### config.mk
export PLATFORM = sky130hd
export DESIGN_NAME = prime_bench_ctrl
export DESIGN_NICKNAME = d
export VERILOG_FILES = /design/src/rtl/prime_bench_pkg.sv /design/src/rtl/progress_bar.sv /design/src/rtl/prime_bench_ctrl.sv
export SDC_FILE = /design/constraint.sdc
export NUM_CORES = 1
export LEC_CHECK = 0
export ABC_AREA = 1
export CORE_AREA = 2 2 117 119
export CTS_BUF_LIST = sky130_fd_sc_hd__clkbuf_16
export DETAILED_ROUTE_END_ITERATION = 16
export DIE_AREA = 0 0 119 121
export GPL_TIMING_DRIVEN = 0
export PLACE_DENSITY = 0.7
export SLEW_MARGIN = 10
export SYNTH_ARGS = -nofsm -noshare
export SYNTH_HDL_FRONTEND = slang
export SYNTH_SLANG_ARGS = --single-unit
### constraint.sdc
create_clock -name clk -period 2.79 [get_ports clk]
set_input_delay 0.558 -clock clk [delete_from_list [all_inputs] [get_ports clk]]
set_output_delay 0.558 -clock clk [all_outputs]
set_load 0.05 [all_outputs]
### src/rtl/prime_bench_pkg.sv
// Shared types, mode codes and the progress-bar step helper for prime_bench_ctrl.
package prime_bench_pkg;

  typedef logic [63:0] u64_t;

  typedef enum logic [2:0] {
    StIdle,
    StIssue,
    StHold,
    StWait,
    StDone,
    StErr
  } state_e;

  localparam logic [1:0] MODE_FREE  = 2'd0;
  localparam logic [1:0] MODE_COUNT = 2'd1;
  localparam logic [1:0] MODE_VALUE = 2'd2;

  // ceil((2^w - 1) / nleds): prime value covered by one LED
  function automatic u64_t calc_step(int unsigned w, int unsigned nleds);
    u64_t max_v;
    max_v = (u64_t'(1) << w) - u64_t'(1);
    return (max_v + u64_t'(nleds) - u64_t'(1)) / u64_t'(nleds);
  endfunction

endpackage

### src/rtl/progress_bar.sv
// Thermometer progress bar: lights one more LED each time value passes the next threshold.
module progress_bar
  import prime_bench_pkg::*;
#(
  parameter int unsigned W     = 16,
  parameter int unsigned NLEDS = 4
) (
  input  logic             clk,
  input  logic             rst,
  input  logic             clr,
  input  logic [W-1:0]     value,
  output logic [NLEDS-1:0] leds
);

  localparam u64_t       STEP_FULL = calc_step(W, NLEDS);
  localparam logic [W:0] STEP      = STEP_FULL[W:0];

  // One extra bit so thr can pass MAX without wrapping back to small values
  logic [W:0] thr;

  // Advance at most one LED per cycle; stop once the bar is full
  always_ff @(posedge clk) begin
    if (rst || clr) begin
      leds <= '0;
      thr  <= STEP;
    end else if (({1'b0, value} >= thr) && !(&leds)) begin
      leds <= (leds << 1) | NLEDS'(1);
      thr  <= thr + STEP;
    end
  end

endmodule

### src/rtl/prime_bench_ctrl.sv
// Drives a prime generator through go/ready/error, counting primes and busy cycles.
module prime_bench_ctrl
  import prime_bench_pkg::*;
#(
  parameter int unsigned WIDTH_LOG = 4,
  parameter int unsigned NLEDS     = 4,
  parameter int unsigned CNT_W     = 16,
  parameter int unsigned CYC_W     = 32,
  localparam int unsigned W        = 1 << WIDTH_LOG
) (
  input  logic             clk,
  input  logic             rst,
  input  logic             start,
  input  logic [1:0]       mode,
  input  logic [W-1:0]     limit,
  output logic             pg_go,
  input  logic             pg_ready,
  input  logic             pg_error,
  input  logic [W-1:0]     pg_res,
  output logic             busy,
  output logic             done,
  output logic             err,
  output logic [CNT_W-1:0] prime_cnt,
  output logic [W-1:0]     last_prime,
  output logic [CYC_W-1:0] cycles,
  output logic [NLEDS-1:0] leds
);

  state_e           state;
  logic [1:0]       mode_q;
  logic [W-1:0]     limit_q;
  logic [CNT_W-1:0] cnt_inc;
  logic [CNT_W-1:0] cnt_limit;
  logic             stop_hit;
  logic             idle_like;

  // Saturating count and stop test, both evaluated against the about-to-be-accepted prime
  always_comb begin
    cnt_inc   = (&prime_cnt) ? prime_cnt : prime_cnt + CNT_W'(1);
    cnt_limit = CNT_W'(limit_q);
    idle_like = (state == StIdle) || (state == StDone) || (state == StErr);
    case (mode_q)
      MODE_COUNT: stop_hit = (cnt_inc >= cnt_limit);
      MODE_VALUE: stop_hit = (pg_res >= limit_q);
      default:    stop_hit = 1'b0;
    endcase
  end

  // Controller FSM with registered outputs and counters
  always_ff @(posedge clk) begin
    if (rst) begin
      state      <= StIdle;
      mode_q     <= '0;
      limit_q    <= '0;
      pg_go      <= 1'b0;
      busy       <= 1'b0;
      done       <= 1'b0;
      err        <= 1'b0;
      prime_cnt  <= '0;
      last_prime <= '0;
      cycles     <= '0;
    end else begin
      if (busy && !(&cycles)) begin
        cycles <= cycles + CYC_W'(1);
      end
      case (state)
        StIdle, StDone, StErr: begin
          if (start) begin
            mode_q     <= mode;
            limit_q    <= limit;
            prime_cnt  <= '0;
            last_prime <= '0;
            cycles     <= '0;
            err        <= 1'b0;
            done       <= 1'b0;
            busy       <= 1'b1;
            state      <= StIssue;
          end
        end
        StIssue: begin
          if (pg_ready) begin
            if (pg_error) begin
              err   <= 1'b1;
              busy  <= 1'b0;
              state <= StErr;
            end else begin
              pg_go <= 1'b1;
              state <= StHold;
            end
          end
        end
        // Ready from the previous result may still be high while go is being registered
        StHold: begin
          pg_go <= 1'b0;
          state <= StWait;
        end
        StWait: begin
          if (pg_ready) begin
            if (pg_error) begin
              err   <= 1'b1;
              busy  <= 1'b0;
              state <= StErr;
            end else begin
              last_prime <= pg_res;
              prime_cnt  <= cnt_inc;
              if (stop_hit) begin
                done  <= 1'b1;
                busy  <= 1'b0;
                state <= StDone;
              end else begin
                state <= StIssue;
              end
            end
          end
        end
        default: state <= StIdle;
      endcase
    end
  end

  progress_bar #(
    .W    (W),
    .NLEDS(NLEDS)
  ) u_progress_bar (
    .clk  (clk),
    .rst  (rst),
    .clr  (start && idle_like),
    .value(last_prime),
    .leds (leds)
  );

endmodule

==> results of run 1 <==
[per-stage QoR]
| stage | hold WS (ns) | cell area, sq um | worst slack (ns) | setup TNS, ns |
|---|---|---|---|---|
| final | 0.470 | 7130 | -0.135 | -0.484 |
| after global routing | 0.498 | 7130 | -0.339 | -1.30 |
| after CTS | 0.480 | 7060 | 0.00381 | 0 |
| after detailed placement | 0.466 | 6640 | -0.264 | -0.928 |
| after global placement | 0.447 | 6640 | -0.240 | -0.822 |
| after floorplan | 0.451 | 5310 | -0.00550 | -0.00550 |
[layout make-up]
cell class | instances | area share [%]
Inverter | 86 | 4.52
Multi-Input combinational cell | 533 | 42.7
Buffer | 18 | 1.44
Clock buffer | 9 | 3.16
Timing Repair Buffer | 128 | 17.4
Tap cell | 176 | 3.09
Clock inverter | 7 | 0.421
Sequential cell | 96 | 27.3
[registers in the layout, summed over array words and instances, names as in the netlist]
register / count
cycles: 32
cnt_limit: 16
last_prime: 16
prime_cnt: 16
u_progress_bar.leds: 4
state: 3
u_progress_bar.thr: 3
mode_q: 2
busy: 1
done: 1
err: 1
pg_go: 1
[routing by layer]
layer,global-route usage (%),wire (microns)
met1,24.9,6370
met2,35.5,6990
met3,4.56,828
met4,5.95,205
met5,0,0
[cell usage after synthesis (all sizes together), types with 2 or more instances]
cell,number
a211oi,4
a21oi,82
a31oi,3
and2,2
buf,10
clkbuf,8
dfxtp,96
ha,39
inv,85
nand2,157
nand3,29
nand3b,3
nand4,14
nor2,88
nor3,25
nor4,6
o21a,3
o21ai,44
xnor2,9
xor2,22
[power by group through the flow]
stage | sequential [mW] | combinational (mW) | clock (mW)
final | 1.51 | 0.874 | 1.11
after CTS | 1.51 | 0.861 | 1.13
after detailed placement | 1.54 | 0.852 | 0
after global routing | 1.52 | 0.969 | 1.19
after global placement | 1.54 | 0.838 | 0
after floorplan | 1.66 | 0.448 | 0
[how the worst max path moves through the flow]
stage,startpoint,endpoint,slack (ns),cells past startpoint
floorplan,prime_cnt[1],busy,-0.005,22
global placement,prime_cnt[0],state[2],-0.24,23
detailed placement,prime_cnt[1],state[2],-0.26,23
CTS,prime_cnt[0],busy,0.004,22
global route,prime_cnt[1],busy,-0.34,23
finish,prime_cnt[1],busy,-0.14,22
[worst max-delay path, cell delays in order, from the launching register on]
cell and delay (ns):
dfxtp_4 0.37, ha_4 0.14, nand3_4 0.09, nor2_4 0.16, nand2_4 0.08, nor3_4 0.24, nand2_4 0.12, nand4_1 0.14
xnor2_2 0.16, ha_1 0.28, nand2_1 0.10, nor2_2 0.05, and2_4 0.14, nor2_4 0.10, nand2_2 0.06, nand2_1 0.05
nand2_1 0.06, nand2_1 0.09, nand2_2 0.07, nand2_4 0.08, nand2_4 0.06, a21oi_2 0.14, nor2_1 0.04
[cell families (layout without fill, tap and decap cells)]
family | Yosys count | in the layout | share of synthesized area (%)
simple gates | 326 | 326 | 27.3
compound gates | 137 | 137 | 13.6
buf+inv | 104 | 248 | 8.09
flops | 96 | 96 | 36.6
fa+ha+maj | 39 | 39 | 9.28
xor+xnor | 31 | 31 | 5.17
[timing repair]
item                                    in CTS  in global routing
endpoints found under the setup margin       4                  4
setup buffers                               13                  5
gates resized for setup                     16                 11
pin swaps                                   13                 13
hold buffers                                 0                  0
==> Implementation_results.wiki, run 1 <==
{| class="wikitable"
! Metric !! Value
|-
| Proportion of layout cells with a drive suffix above 1 || 10.0%
|-
| Library cell with the largest summed area after synthesis || dfxtp_1
|-
| Total standard cell area after synthesis || between 5000 and 6000 sq um
|-
| Clock insertion delay at the later pin of the skew report || ~0.35 ns
|-
| Capturing point of the worst reg2reg path || busy
|-
| Global-route wire length before repair || ~23 mm
|-
| Clock tree from TritonCTS || yes
|-
| Count of final hold-check violations || 0
|-
| Post-synthesis sequential element count || 96
|-
| Reported leakage power || 2.78 nW
|-
| Nets in the synthesized netlist || approximately 800
|-
| Pwr dens || slightly below 500 nW/um^2
|-
| CP Data Required Time || a little over 3 ns
|-
| Clock-pin slew reported for the worst setup and hold paths after clock tree synthesis || around 0.07 ns
|-
| Cells after Synth || approximately 730
|-
| Sw power || ~1.1 mW
|-
| Worst R2R Start || prime_cnt[1]
|-
| Worst-path fanout max || 7
|-
| Setup slack of the most critical reg-to-reg path || -0.14 ns
|-
| Share of power burned in combinational logic || 25.0%
|-
| Sw Share || about a third
|-
| Worst min-delay path class || reg -> reg
|-
| Number of antenna repair diodes || 0
|-
| Number of primary I/O pins || ~110
|-
| Area growth from synthesis to final layout || 35.7%
|-
| Placed cells || approximately 1,000
|-
| Clock net sink count || between 90 and 100
|-
| Total of buffers placed on input and output ports || 110
|-
| Sequential Power Share || 43.3%
|-
| Most common cell after layout, fill and taps aside || nand2_1
|-
| Largest net degree at the start of global routing || 15
|-
| Final critical-path required period || 2.93 ns
|-
| Main area contributors after synthesis || dfxtp_1 (37%), nand2_1 (11%), ha_1 (9.3%)
|-
| Internal Pwr Total || about 2.4 mW
|-
| Type of the worst setup path || reg -> reg
|-
| Starting utilization of the core area || 40.2%
|-
| Number of buffers created by CTS || 9
|-
| Number of global-route vias before repair || between 4,000 and 5,000
|-
| CP startpoint kind || flop
|-
| Area used by sequential logic in the layout || between 1500 and 2000 sq um
|-
| Peak ir drop on the vdd network || about 290 uV
|-
| Final worst clock skew || between 0.008 and 0.009 ns
|-
| Share of Yosys cell area claimed by the top area cell type || between 30% and 40%
|-
| Buffer cell driving the clock tree root || clkbuf_16
|-
| Max-cap violation count || 0
|-
| RSZ-0062 raised after global routing || true
|-
| Wire length per cell after detailed routing || between 10 and 15 microns
|-
| Residual overflow from global routing || 0
|-
| Std-Cell Core Area || between 10,000 and 15,000 sq um
|-
| Avg Vias per Cell || roughly 4.9
|-
| Iteration-0 DRC count of the detailed router || roughly 380
|-
| Number of pins with negative max-slew slack in the final report || 0
|-
| CTS HTree Levels || 3
|-
| Hold Crit Depth || 2
|-
| Standard-cell rows || between 40 and 50
|-
| Remaining number of nets flagged by the antenna check after routing || 0
|-
| Mean cell area of the mapped netlist || 7.17 sq um
|-
| Die X-Extent || between 100 and 150 microns
|-
| Number of cells on the worst reg-to-reg path || 22
|-
| Worst setup EP type || flop
|-
| Total global routing track utilization || about 20%
|-
| Most common flop cell mapped by yosys || dfxtp_1
|-
| Die ar. || 14,400 sq um
|-
| Dpl hpwl || 10.9 mm
|-
| Number of synthesized flops with an enable pin || 0
|-
| Transition time of the tightest slew-check pin || ~0.68 ns
|-
| Weighted congestion reported at the end of routability-driven placement || between 0.8 and 0.9
|-
| Post-route insts no fill || between 1,000 and 1,500
|-
| Height of the die || 121 microns
|-
| Fraction of synthesis flops using an asynchronous set or reset pin || 0%
|-
| Synthesis Warnings || 0
|-
| Capture endpoint of the worst hold path || err
|-
| Final setup violating endpoints || 4
|-
| Final #Nets || 950
|-
| Failing checks || setup timing
|-
| Max-slew headroom || 55.0%
|-
| Drt total wl || 14.4 mm
|-
| F_max || 0.342 GHz
|-
| Proportion of synthesized chip area in sequential cells || ~37%
|-
| Most used cells in the layout excluding fill and tap cells || nand2_1 (146), clkdlybuf4s50_1 (110), dfxtp_1 (86)
|-
| Share of power burned in the clock network || a little under a third
|-
| Final period util || 105%
|-
| Number of detailed-routing iterations run before antenna repair || 5
|-
| Total power draw || 3.49 mW
|-
| Count of vias placed by the detailed router || approximately 5,200
|-
| Launch point of the worst hold path || err
|-
| Number of antenna violations at the first check in global routing || 0
|-
| Slack of the critical path || -0.135 ns
|-
| DRC violations left || 0
|-
| Area of the multi-input gates || approximately 3000 sq um
|-
| Filler Cell Count || 1,235
|-
| Maximum number of buffers from clock root to sink || 2
|-
| Count of distinct cell types in the synthesized netlist || 33
|-
| Status || complete, but fails checks
|-
| Endpoint arrival time on the critical path || 3.17 ns
|-
| Final core occ || a little over half
|}
No activity file was read; power rests on OpenSTA's default activity.
==> run 2: changes to the inputs <==
Settings changed: CORE_AREA 2 2 117 119 to 2 2 164 86, DIE_AREA 0 0 119 121 to 0 0 166 88, PLACE_DENSITY 0.7 to 0.75, SLEW_MARGIN 10 to default.
==> Implementation_results.wiki, run 2 (synthesized netlist as in run 1, its figures left out) <==
{| class="wikitable"
! Metric !! Value
|-
| Final critical-path required period || 3.15 ns (+0.226 ns)
|-
| Post-Place Setup Slack || -0.478 ns (-0.214 ns)
|-
| Std-Cell Core Area || 13,200 sq um (+0.69%)
|-
| Number of flip-flops in the largest register || 32 (unchanged)
|-
| Proportion of layout cells with a drive suffix above 1 || 9.18% (-0.85 points)
|-
| Sw power || 1.21 mW (+5.7%)
|-
| Max-cap violation count || 0 (unchanged)
|-
| Number of buffers created by CTS || 9 (unchanged)
|-
| Number of cells on the worst reg-to-reg path || 23 (+4.5%)
|-
| Buffer cell driving the clock tree root || clkbuf_16
|-
| Final worst clock skew || 0.0127 ns (+0.00449 ns)
|-
| Failing checks || setup timing
|-
| Sw Share || 32.9% (+0.24 points)
|-
| Worst-path cell chain || ha_4 > nand3_4 > nor2_4 > nand2_4 > nor3_4 > nand2_4 > nand4_1 > xnor2_2 > ha_1 > nand2_2 > nor2_1 > and2_1 > nor2_1 > nand2_2 > nand2_1 > nand2_1 > nand2_1 > nand2_2 > nand2_4 > nand2_2 > nand2_1 > nand2_1 > a21oi_2
|-
| Number of antenna violations at the first check in global routing || 0 (unchanged)
|-
| Type of the worst setup path || reg -> reg
|-
| Count of final hold-check violations || 0 (unchanged)
|-
| Die X-Extent || 166 microns (+39%)
|-
| Pwr dens || 517 nW/um^2 (+5.7%)
|-
| Final setup violating endpoints || 4 (unchanged)
|-
| Clock insertion delay at the later pin of the skew report || 0.33 ns (-0.02 ns)
|-
| Count of vias placed by the detailed router || 5,399 (+3.7%)
|-
| Dpl hpwl || 13.1 mm (+20%)
|-
| Clock tree from TritonCTS || yes
|-
| Total of buffers placed on input and output ports || 110 (unchanged)
|-
| Endpoint arrival time on the critical path || 3.41 ns (+0.24 ns)
|-
| Peak ir drop on the vdd network || 318 uV (+9.9%)
|-
| Total global routing track utilization || 22.8% (+2.5 points)
|-
| Global-route wire length before repair || 26.0 mm (+12%)
|-
| Status || complete, but fails checks
|-
| Most used cells in the layout excluding fill and tap cells || nand2_1 (146), clkdlybuf4s50_1 (110), dfxtp_1 (86)
|-
| Share of power burned in combinational logic || 24.8% (-0.2 points)
|-
| Clock net sink count || 96 (unchanged)
|-
| Hold Crit Depth || 2 (unchanged)
|-
| Standard-cell rows || 30 (-29%)
|-
| Worst setup EP type || flop
|-
| Longest individual stage delay on the worst path || 0.37 ns (about the same)
|-
| DRC violations left || 0 (unchanged)
|-
| Transition time of the tightest slew-check pin || 0.724 ns (+0.0486 ns)
|-
| Cell type with the highest occurrence count on the critical path || nand2_1
|-
| Starting utilization of the core area || 39.9% (-0.27 points)
|-
| Final #Nets || 944 (-0.63%)
|-
| Internal Pwr Total || 2.46 mW (+4.6%)
|-
| Largest net degree at the start of global routing || 17 (+2)
|-
| CTS HTree Levels || 3 (unchanged)
|-
| Residual overflow from global routing || 0 (unchanged)
|-
| CP max stage cell || dfxtp_4
|-
| Area growth from synthesis to final layout || 34.8%
|-
| Height of the die || 88 microns (-27%)
|-
| Number of primary I/O pins || 111 (unchanged)
|-
| Slack of the critical path || -0.361 ns (-0.226 ns)
|-
| Number of detailed-routing iterations run before antenna repair || 5 (unchanged)
|-
| Most common cell after layout, fill and taps aside || nand2_1
|-
| Wire length per cell after detailed routing || 15.9 microns (+16%)
|-
| Die ar. || 14,600 sq um (+1.5%)
|-
| Worst-path fanout max || 7 (unchanged)
|-
| CP Data Required Time || 3.05 ns (+0.02 ns)
|-
| Reported leakage power || 2.75 nW (-0.99%)
|-
| Number of pins with negative max-slew slack in the final report || 0 (unchanged)
|-
| Avg Vias per Cell || 5.16 (+4.3%)
|-
| Number of global-route vias before repair || 4,658 (-2.5%)
|-
| Drt total wl || 16.6 mm (+15%)
|-
| Number of antenna repair diodes || 0 (unchanged)
|-
| Iteration-0 DRC count of the detailed router || 480 (+27%)
|-
| Max-slew headroom || 51.7% (-3.2 points)
|-
| Clock-pin slew reported for the worst setup and hold paths after clock tree synthesis || 0.07 ns (about the same)
|-
| Filler Cell Count || 1,264 (+2.3%)
|-
| Maximum number of buffers from clock root to sink || 2 (unchanged)
|-
| F_max || 0.317 GHz (-7.2%)
|-
| Remaining number of nets flagged by the antenna check after routing || 0 (unchanged)
|-
| Worst min-delay path class || reg -> reg
|-
| Final core occ || 53.8% (-0.73 points)
|-
| Sequential Power Share || 41.4% (-1.9 points)
|-
| Final period util || 113% (+8.1 points)
|-
| CP startpoint kind || flop
|-
| Share of power burned in the clock network || 33.8% (+2.1 points)
|-
| Setup tns final || -1.41 ns (-0.926 ns)
|-
| RSZ-0062 raised after global routing || true
|-
| Largest Register || cycles
|-
| Weighted congestion reported at the end of routability-driven placement || 0.902 (+0.26%)
|}
==> run 2: cell types whose count changed in the layout (fill, tap and decap cells not counted), sizes merged <==
cell and change:
bufinv +1, buf -6, clkinv -1
==> run 2: power groups by stage <==
stage / Combinational (mW) / Clock (mW) / Sequential, mW
after floorplan: 0.448 / 0 / 1.66
after global placement: 0.861 / 0 / 1.54
after detailed placement: 0.874 / 0 / 1.55
after CTS: 0.883 / 1.28 / 1.52
after global routing: 0.990 / 1.33 / 1.53
final: 0.909 / 1.24 / 1.52
==> run 2: per-stage QoR <==
step                power, mW  instance area, sq um  std cells  hold slack [ns]
floorplan                2.11                  5310        733            0.451
global placement         2.40                  6640       1019            0.460
detailed placement       2.42                  6640       1019            0.452
CTS                      3.67                  7020       1041            0.473
global route             3.85                  7090       1047            0.488
finish                   3.67                  7090       1047            0.476
==> run 2: worst max-delay path: cells and delay by family, from the launching register on <==
family | cells | cell delay [ns]
adders and majority gates | 2 | 0.46
DFF | 1 | 0.37
AOI/OAI and AO/OA | 1 | 0.13
and+or+nand+nor | 19 | 1.97
xor gates and xnor gates | 1 | 0.15
==> run 2: timing repair <==
action	4_1_cts	5_1_grt
pin swaps	11	14
setup buffers	6	6
gates resized for setup	9	9
endpoints found under the setup margin	4	4
hold buffers	0	0
==> run 2: cell type report <==
type	count	area [sq um]	area share, %
inverter	86	325	4.59
multi-input combinational	533	3010	42.4
clock inverter	7	70.1	0.989
sequential	96	1950	27.5
timing repair buffer	122	1190	16.8
buffer	18	103	1.45
clock buffer	9	225	3.18
tap	176	220	3.11
==> run 2: worst paths after layout <==
kind | from | to | slack (ns)
setup / recovery | prime_cnt[0] | state[0] | -0.36
hold / removal | pg_go | pg_go | 0.48
setup reg to reg | prime_cnt[0] | state[0] | -0.36
hold reg to reg | pg_go | pg_go | 0.48
==> run 2: layer usage <==
layer  global-route usage, %  wire (microns)  vias up
met1                    36.6            8790     2438
met3                    8.04            1870       12
met5                       0               0        -
met4                    3.00              79        0
met2                    28.2            5870      273
li1                        -               -     2676
